**src/rtl/approx_adder_pkg.sv**
```systemverilog
// Shared cell functions for the pipelined approximate ripple-carry adder.
package approx_adder_pkg;

    // Approximate cell: OR of the operands, gated by carry-in; never generates a carry.
    function automatic logic [1:0] approx_cell(input logic x, input logic y, input logic cin);
        return {1'b0, (x | y) & ~cin};
    endfunction

    function automatic logic [1:0] full_add(input logic x, input logic y, input logic cin);
        return {(x & y) | (cin & (x ^ y)), x ^ y ^ cin};
    endfunction

    function automatic logic [63:0] abs_diff(input logic [63:0] x, input logic [63:0] y);
        return (x >= y) ? (x - y) : (y - x);
    endfunction

endpackage

```
**src/rtl/approx_rc_slice.sv**
```systemverilog
// One pipeline slice: computes SW bits of the approximate and exact sums.
module approx_rc_slice
    import approx_adder_pkg::*;
#(
    parameter int SW  = 4,
    parameter int K_W = 4
) (
    input  logic [SW-1:0]  a,
    input  logic [SW-1:0]  b,
    input  logic [K_W-1:0] base,
    input  logic [K_W-1:0] k,
    input  logic           cin_a,
    input  logic           cin_e,
    output logic [SW-1:0]  sum_a,
    output logic [SW-1:0]  sum_e,
    output logic           cout_a,
    output logic           cout_e
);

    // Bits whose absolute index is below k use the approximate cell.
    always_comb begin : p_chain
        logic ca;
        logic ce;
        sum_a = '0;
        sum_e = '0;
        ca    = cin_a;
        ce    = cin_e;
        for (int j = 0; j < SW; j++) begin
            if ((int'(base) + j) < int'(k))
                {ca, sum_a[j]} = approx_cell(a[j], b[j], ca);
            else
                {ca, sum_a[j]} = full_add(a[j], b[j], ca);
            {ce, sum_e[j]} = full_add(a[j], b[j], ce);
        end
        cout_a = ca;
        cout_e = ce;
    end

endmodule

```
**src/rtl/approx_rc_pipe.sv**
```systemverilog
// Pipelined approximate ripple-carry adder with run-time k, exact shadow path
// and saturating error statistics.
module approx_rc_pipe
    import approx_adder_pkg::*;
#(
    parameter int WIDTH   = 8,
    parameter int STAGE_W = 4,
    parameter int K_W     = $clog2(WIDTH + 1),
    parameter int CNT_W   = 16,
    parameter int ACC_W   = 32
) (
    input  logic             clk,
    input  logic             rst,
    input  logic             in_valid,
    output logic             in_ready,
    input  logic [WIDTH-1:0] in_a,
    input  logic [WIDTH-1:0] in_b,
    input  logic [K_W-1:0]   in_k,
    output logic             out_valid,
    input  logic             out_ready,
    output logic [WIDTH:0]   out_sum,
    output logic [WIDTH:0]   out_exact,
    output logic             out_err,
    input  logic             stats_clear,
    output logic [CNT_W-1:0] err_count,
    output logic [ACC_W-1:0] abs_err_acc
);

    localparam int NS    = (WIDTH + STAGE_W - 1) / STAGE_W;
    localparam int SUM_W = WIDTH + 1;
    localparam int CNT1  = CNT_W + 1;
    localparam int ACC1  = ACC_W + 1;

    logic           advance;
    logic [K_W-1:0] k_clamp;

    logic             v_r  [NS];
    logic             ca_r [NS];
    logic             ce_r [NS];
    logic [K_W-1:0]   k_r  [NS];
    logic [WIDTH-1:0] a_r  [NS];
    logic [WIDTH-1:0] b_r  [NS];
    logic [WIDTH-1:0] sa_r [NS];
    logic [WIDTH-1:0] se_r [NS];
    logic             err_r;

    logic             v_src  [NS];
    logic             ca_src [NS];
    logic             ce_src [NS];
    logic [K_W-1:0]   k_src  [NS];
    logic [WIDTH-1:0] a_src  [NS];
    logic [WIDTH-1:0] b_src  [NS];
    logic [WIDTH-1:0] sa_src [NS];
    logic [WIDTH-1:0] se_src [NS];

    logic             ca_nx [NS];
    logic             ce_nx [NS];
    logic [WIDTH-1:0] sa_nx [NS];
    logic [WIDTH-1:0] se_nx [NS];

    assign advance  = !(out_valid && !out_ready);
    assign in_ready = advance;
    assign k_clamp  = (in_k > K_W'(WIDTH)) ? K_W'(WIDTH) : in_k;

    for (genvar s = 0; s < NS; s++) begin : g_stage
        localparam int LO = s * STAGE_W;
        localparam int HI = ((s + 1) * STAGE_W > WIDTH) ? WIDTH : (s + 1) * STAGE_W;
        localparam int SW = HI - LO;
        localparam logic [WIDTH-1:0] MASK = ({WIDTH{1'b1}} >> (WIDTH - SW)) << LO;

        logic [SW-1:0] sa_sl;
        logic [SW-1:0] se_sl;

        if (s == 0) begin : g_first
            assign v_src[s]  = in_valid;
            assign ca_src[s] = 1'b0;
            assign ce_src[s] = 1'b0;
            assign k_src[s]  = k_clamp;
            assign a_src[s]  = in_a;
            assign b_src[s]  = in_b;
            assign sa_src[s] = '0;
            assign se_src[s] = '0;
        end else begin : g_next
            assign v_src[s]  = v_r[s-1];
            assign ca_src[s] = ca_r[s-1];
            assign ce_src[s] = ce_r[s-1];
            assign k_src[s]  = k_r[s-1];
            assign a_src[s]  = a_r[s-1];
            assign b_src[s]  = b_r[s-1];
            assign sa_src[s] = sa_r[s-1];
            assign se_src[s] = se_r[s-1];
        end

        approx_rc_slice #(
            .SW  (SW),
            .K_W (K_W)
        ) u_slice (
            .a      (a_src[s][HI-1:LO]),
            .b      (b_src[s][HI-1:LO]),
            .base   (K_W'(LO)),
            .k      (k_src[s]),
            .cin_a  (ca_src[s]),
            .cin_e  (ce_src[s]),
            .sum_a  (sa_sl),
            .sum_e  (se_sl),
            .cout_a (ca_nx[s]),
            .cout_e (ce_nx[s])
        );

        // Merge this slice's bits into the partial sums travelling with the transaction.
        assign sa_nx[s] = (sa_src[s] & ~MASK) | (WIDTH'(sa_sl) << LO);
        assign se_nx[s] = (se_src[s] & ~MASK) | (WIDTH'(se_sl) << LO);
    end

    // Data registers load only with a valid transaction so bubbles leave outputs untouched.
    always_ff @(posedge clk) begin
        if (rst) begin
            for (int s = 0; s < NS; s++) begin
                v_r[s]  <= 1'b0;
                ca_r[s] <= 1'b0;
                ce_r[s] <= 1'b0;
                k_r[s]  <= '0;
                a_r[s]  <= '0;
                b_r[s]  <= '0;
                sa_r[s] <= '0;
                se_r[s] <= '0;
            end
            err_r <= 1'b0;
        end else if (advance) begin
            for (int s = 0; s < NS; s++) begin
                v_r[s] <= v_src[s];
                if (v_src[s]) begin
                    ca_r[s] <= ca_nx[s];
                    ce_r[s] <= ce_nx[s];
                    k_r[s]  <= k_src[s];
                    a_r[s]  <= a_src[s];
                    b_r[s]  <= b_src[s];
                    sa_r[s] <= sa_nx[s];
                    se_r[s] <= se_nx[s];
                end
            end
            if (v_src[NS-1])
                err_r <= {ca_nx[NS-1], sa_nx[NS-1]} != {ce_nx[NS-1], se_nx[NS-1]};
        end
    end

    assign out_valid = v_r[NS-1];
    assign out_sum   = {ca_r[NS-1], sa_r[NS-1]};
    assign out_exact = {ce_r[NS-1], se_r[NS-1]};
    assign out_err   = err_r;

    logic unused_tail;
    assign unused_tail = ^{a_r[NS-1], b_r[NS-1], k_r[NS-1]};

    logic             hs;
    logic [SUM_W-1:0] diff;
    logic [SUM_W-1:0] diff_hs;
    logic [CNT_W-1:0] cnt_base;
    logic [ACC_W-1:0] acc_base;
    logic [CNT_W:0]   cnt_sum;
    logic [ACC_W:0]   acc_sum;
    logic [CNT_W-1:0] cnt_next;
    logic [ACC_W-1:0] acc_next;

    assign hs       = out_valid && out_ready;
    assign diff     = SUM_W'(abs_diff(64'(out_exact), 64'(out_sum)));
    assign diff_hs  = hs ? diff : '0;
    assign cnt_base = stats_clear ? '0 : err_count;
    assign acc_base = stats_clear ? '0 : abs_err_acc;
    assign cnt_sum  = {1'b0, cnt_base} + CNT1'(hs && out_err);
    assign acc_sum  = {1'b0, acc_base} + ACC1'(diff_hs);
    assign cnt_next = cnt_sum[CNT_W] ? '1 : cnt_sum[CNT_W-1:0];
    assign acc_next = acc_sum[ACC_W] ? '1 : acc_sum[ACC_W-1:0];

    // Clear-then-add: a clear coinciding with a handshake keeps that handshake's contribution.
    always_ff @(posedge clk) begin
        if (rst) begin
            err_count   <= '0;
            abs_err_acc <= '0;
        end else if (stats_clear || hs) begin
            err_count   <= cnt_next;
            abs_err_acc <= acc_next;
        end
    end

endmodule

```
**config.mk**
```make
export PLATFORM = sky130hd
export DESIGN_NAME = approx_rc_pipe
export DESIGN_NICKNAME = d
export VERILOG_FILES = /design/src/rtl/approx_adder_pkg.sv /design/src/rtl/approx_rc_slice.sv /design/src/rtl/approx_rc_pipe.sv
export SDC_FILE = /design/constraint.sdc
export NUM_CORES = 1
export LEC_CHECK = 0
export ABC_AREA = 0
export BUFFER_PORTS_ARGS = -buffer_cell sky130_fd_sc_hd__buf_2
export CAP_MARGIN = 15
export CORE_AREA = 2 2 139 141
export CTS_BUF_LIST = sky130_fd_sc_hd__clkbuf_8
export DETAILED_ROUTE_END_ITERATION = 16
export DIE_AREA = 0 0 141 143
export RECOVER_POWER = 50
export SLEW_MARGIN = 20
export SYNTH_ARGS = -nofsm -noshare
export SYNTH_HDL_FRONTEND = slang
export SYNTH_HIERARCHICAL = 1
export SYNTH_SLANG_ARGS = --single-unit
```
**constraint.sdc**
```tcl
create_clock -name clk -period 7.67 [get_ports clk]
set_input_delay 0.767 -clock clk [delete_from_list [all_inputs] [get_ports clk]]
set_output_delay 0.767 -clock clk [all_outputs]
set_load 0.01 [all_outputs]
```
==> results.txt <==
Row count: 50
# diodes: 0
Setup Fix Bufs, Post-CTS: 0
Total of max-cap violations: 2
Post-cts repair resize count: 0
Req. time, crit path: 7.99 ns
DP HPWL: 12.65 mm
Post-synth top area share: 17.30%
Fmax: 207.0 MHz
CTS clock-pin slew for the worst setup and hold paths: 0.12 ns
Fin util: 44.11%
CTS Sinks: 91
First-pass GRT wire length: 27.08 mm
Initial antenna violation count: 0
Initial DRC Count: 455
Async S/R FF share, synth: 0%
Worst clock skew: 0.02942 ns
Number of synthesized flops with an enable pin: 42
Worst Reg2Reg Path Length in Cells: 15
Ports: 94
Syn. warnings: 6
WHS Path Cells: 1
Initial Util: 39.25%
Tcrit/Tclk final: 62.99%
Clock Tree Buf Depth: 2
Drt drc: 0
Max Slew Vio Count: 65
Ys flop type: dfxtp_1
Routed via count: 5918
Cell area after synthesis: 7292 sq um
Setup violators final: 0
CTS buffer count: 9
Crit Path Max Fanout: 26
Post-synth top cells: 78 x inv_1, 68 x ha_1, 57 x nor2b_1
Skew-Pair Late Insertion Delay: 0.39 ns
GRT Util Overall: 16.68%
RSZ-0062 raised after global routing: false
Synth Instances: 785
Vias in the first global route: 5489
Leakage: 3.355 nW
Width of the die: 141 um
Fill cell count: 1818
Crit Path Category: flop to flop
CP Capture Type: flop
Layout area overhead: 12.39%
Htree depth: 3
Max-Slew Margin vs Limit: -13.73%
Core area: 18580 sq um
Min Clock Period, post-route: 4.831 ns
Port Buf Inserts: 93
Total Wirelength: 16.62 mm
Area leader, netlist: edfxtp_1
Routed Antenna Nets: 0
Pwr dens: 167.9 nW/um^2
Top-count cell post-synth: inv_1
Power Total: 1.376 mW
CTS tree: built
Setup_tns: 0 ns
Vias per cell: 5.173
Die height: 143 um
Largest net degree at the start of global routing: 41
Final Hold Viols: 0
Max VDD drop: 0.0001124 V
Clock Root Buffer: clkbuf_8
Tightest Pin Transition: 1.706 ns
Final #Nets: 1017
Failing checks: max-capacitance violations, max-slew violations
First-pass DRT Iterations: 7
Outcome: finished, violations left
Worst hold path class: flop to flop
Seq/Total Area, Yosys: 30.75%
# hold bufs at CTS: 0
CP Launch Type: flop
Die Area: 20160 sq um
Routed WL per cell: 14.53 um
CP Data Arrival Time: 5.15 ns
Syn Area/Cell: 9.289 sq um
Synth area leaders: edfxtp_1 17%, dfxtp_1 13%, ha_1 12%
Yosys cell types: 86
Synthesized flop and latch total: 91
Share of cells above drive strength 1: 10.11%
GR Overflow Total: 0
Routability congestion estimate: 0.8383
-- worst paths after layout --
kind | to | from | slack, ns
min reg2reg | err_count[11]$_SDFFE_PP0P_ | err_count[11]$_SDFFE_PP0P_ | 0.50
max | abs_err_acc[15]$_SDFFE_PP0P_ | sa_r[0][12]$_SDFFCE_PN0P_ | 2.84
min | err_count[11]$_SDFFE_PP0P_ | err_count[11]$_SDFFE_PP0P_ | 0.50
max reg2reg | abs_err_acc[15]$_SDFFE_PP0P_ | sa_r[0][12]$_SDFFCE_PN0P_ | 2.84
-- metrics by stage --
step,instance area (sq um),setup WS (ns),hold slack [ns],std cells
floorplan,7476,3.819,0.5202,834
CTS,8282,2.903,0.4977,1144
detailed placement,8073,2.908,0.4721,1128
finish,8195,2.839,0.4977,1144
global placement,8073,2.934,0.4688,1128
global route,8195,2.474,0.5344,1144
-- state kept, by name (all words and copies together), names as in the netlist --
name and count:
a_r 4, abs_err_acc 32, b_r 4, ca_r 2, ce_r 2, err_count 16, k_r 4, out_err 1
sa_r 12, se_r 12, v_r 2
-- metal layers --
layer	up-vias	track usage (%)	routed length [um]
met5	-	0	0
met4	0	5.316	277
met3	18	3.622	693
met2	117	28.47	7965
met1	2741	21.13	7682
li1	3042	-	-
-- critical path: stages, from the launching register on --
cell and delay [ns]:
edfxtp_1 0.38, inv_1 0.06, ha_1 0.43, a21o_1 0.22, a31oi_1 0.27, a21oi_1 0.21, a2111oi_1 0.49, or3_1 0.17
a21oi_1 0.08, ha_1 0.39, o21ai_0 0.11, o21bai_1 0.22, a21o_1 0.63, a31oi_4 0.56, a211o_1 0.40, a21oi_1 0.13
-- final cells by class --
| class | count | area [sq um] | area share, % |
|---|---|---|---|
| multi-input cells | 629 | 4762 | 58.11 |
| inverters | 78 | 292.8 | 3.573 |
| flip-flops and latches | 91 | 2242 | 27.36 |
| well taps | 234 | 292.8 | 3.573 |
| repair buffers | 96 | 396.6 | 4.840 |
| clock inverters | 7 | 85.08 | 1.038 |
| clock buffers | 9 | 123.9 | 1.511 |
-- kinds of logic after synthesis --
family,Yosys count,synth area share (%)
compound gates,211,22.07
fa+ha+maj,87,16.88
mux,4,0.5662
other cells,2,0.1030
simple gates,249,19.78
xor+xnor,27,3.243
flops,91,30.75
buf+inv,114,6.606
-- cell usage in the layout (no fill, tap or decap), types with 7 or more instances in the layout --
| cell type | n |
|---|---|
| edfxtp_1 | 42 |
| a41oi_1 | 9 |
| nand2b_1 | 8 |
| xnor2_1 | 11 |
| clkbuf_1 | 71 |
| conb_1 | 51 |
| clkbuf_8 | 9 |
| a31oi_1 | 15 |
| nor3_1 | 16 |
| xor2_1 | 16 |
| a211oi_1 | 10 |
| inv_1 | 78 |
| nor2_1 | 36 |
| o221a_2 | 9 |
| a211oi_2 | 7 |
| nand4_1 | 9 |
| and4_1 | 7 |
| and2_1 | 7 |
| ha_1 | 68 |
| fa_1 | 19 |
| buf_2 | 23 |
| nor2b_1 | 57 |
| and3_1 | 7 |
| a21oi_1 | 54 |
| nand3_1 | 18 |
| dfxtp_1 | 49 |
| or3_1 | 8 |
| nand2_1 | 40 |
| o21ai_0 | 23 |
| a221oi_2 | 9 |
| a21o_1 | 11 |
-- power by group --
| part | switching, mW | total, mW | internal, mW |
|---|---|---|---|
| Clock | 0.200 | 0.356 | 0.156 |
| Combinational | 0.259 | 0.439 | 0.180 |
| Sequential | 0.0305 | 0.581 | 0.551 |
No activity file was read; power rests on OpenSTA's default activity.
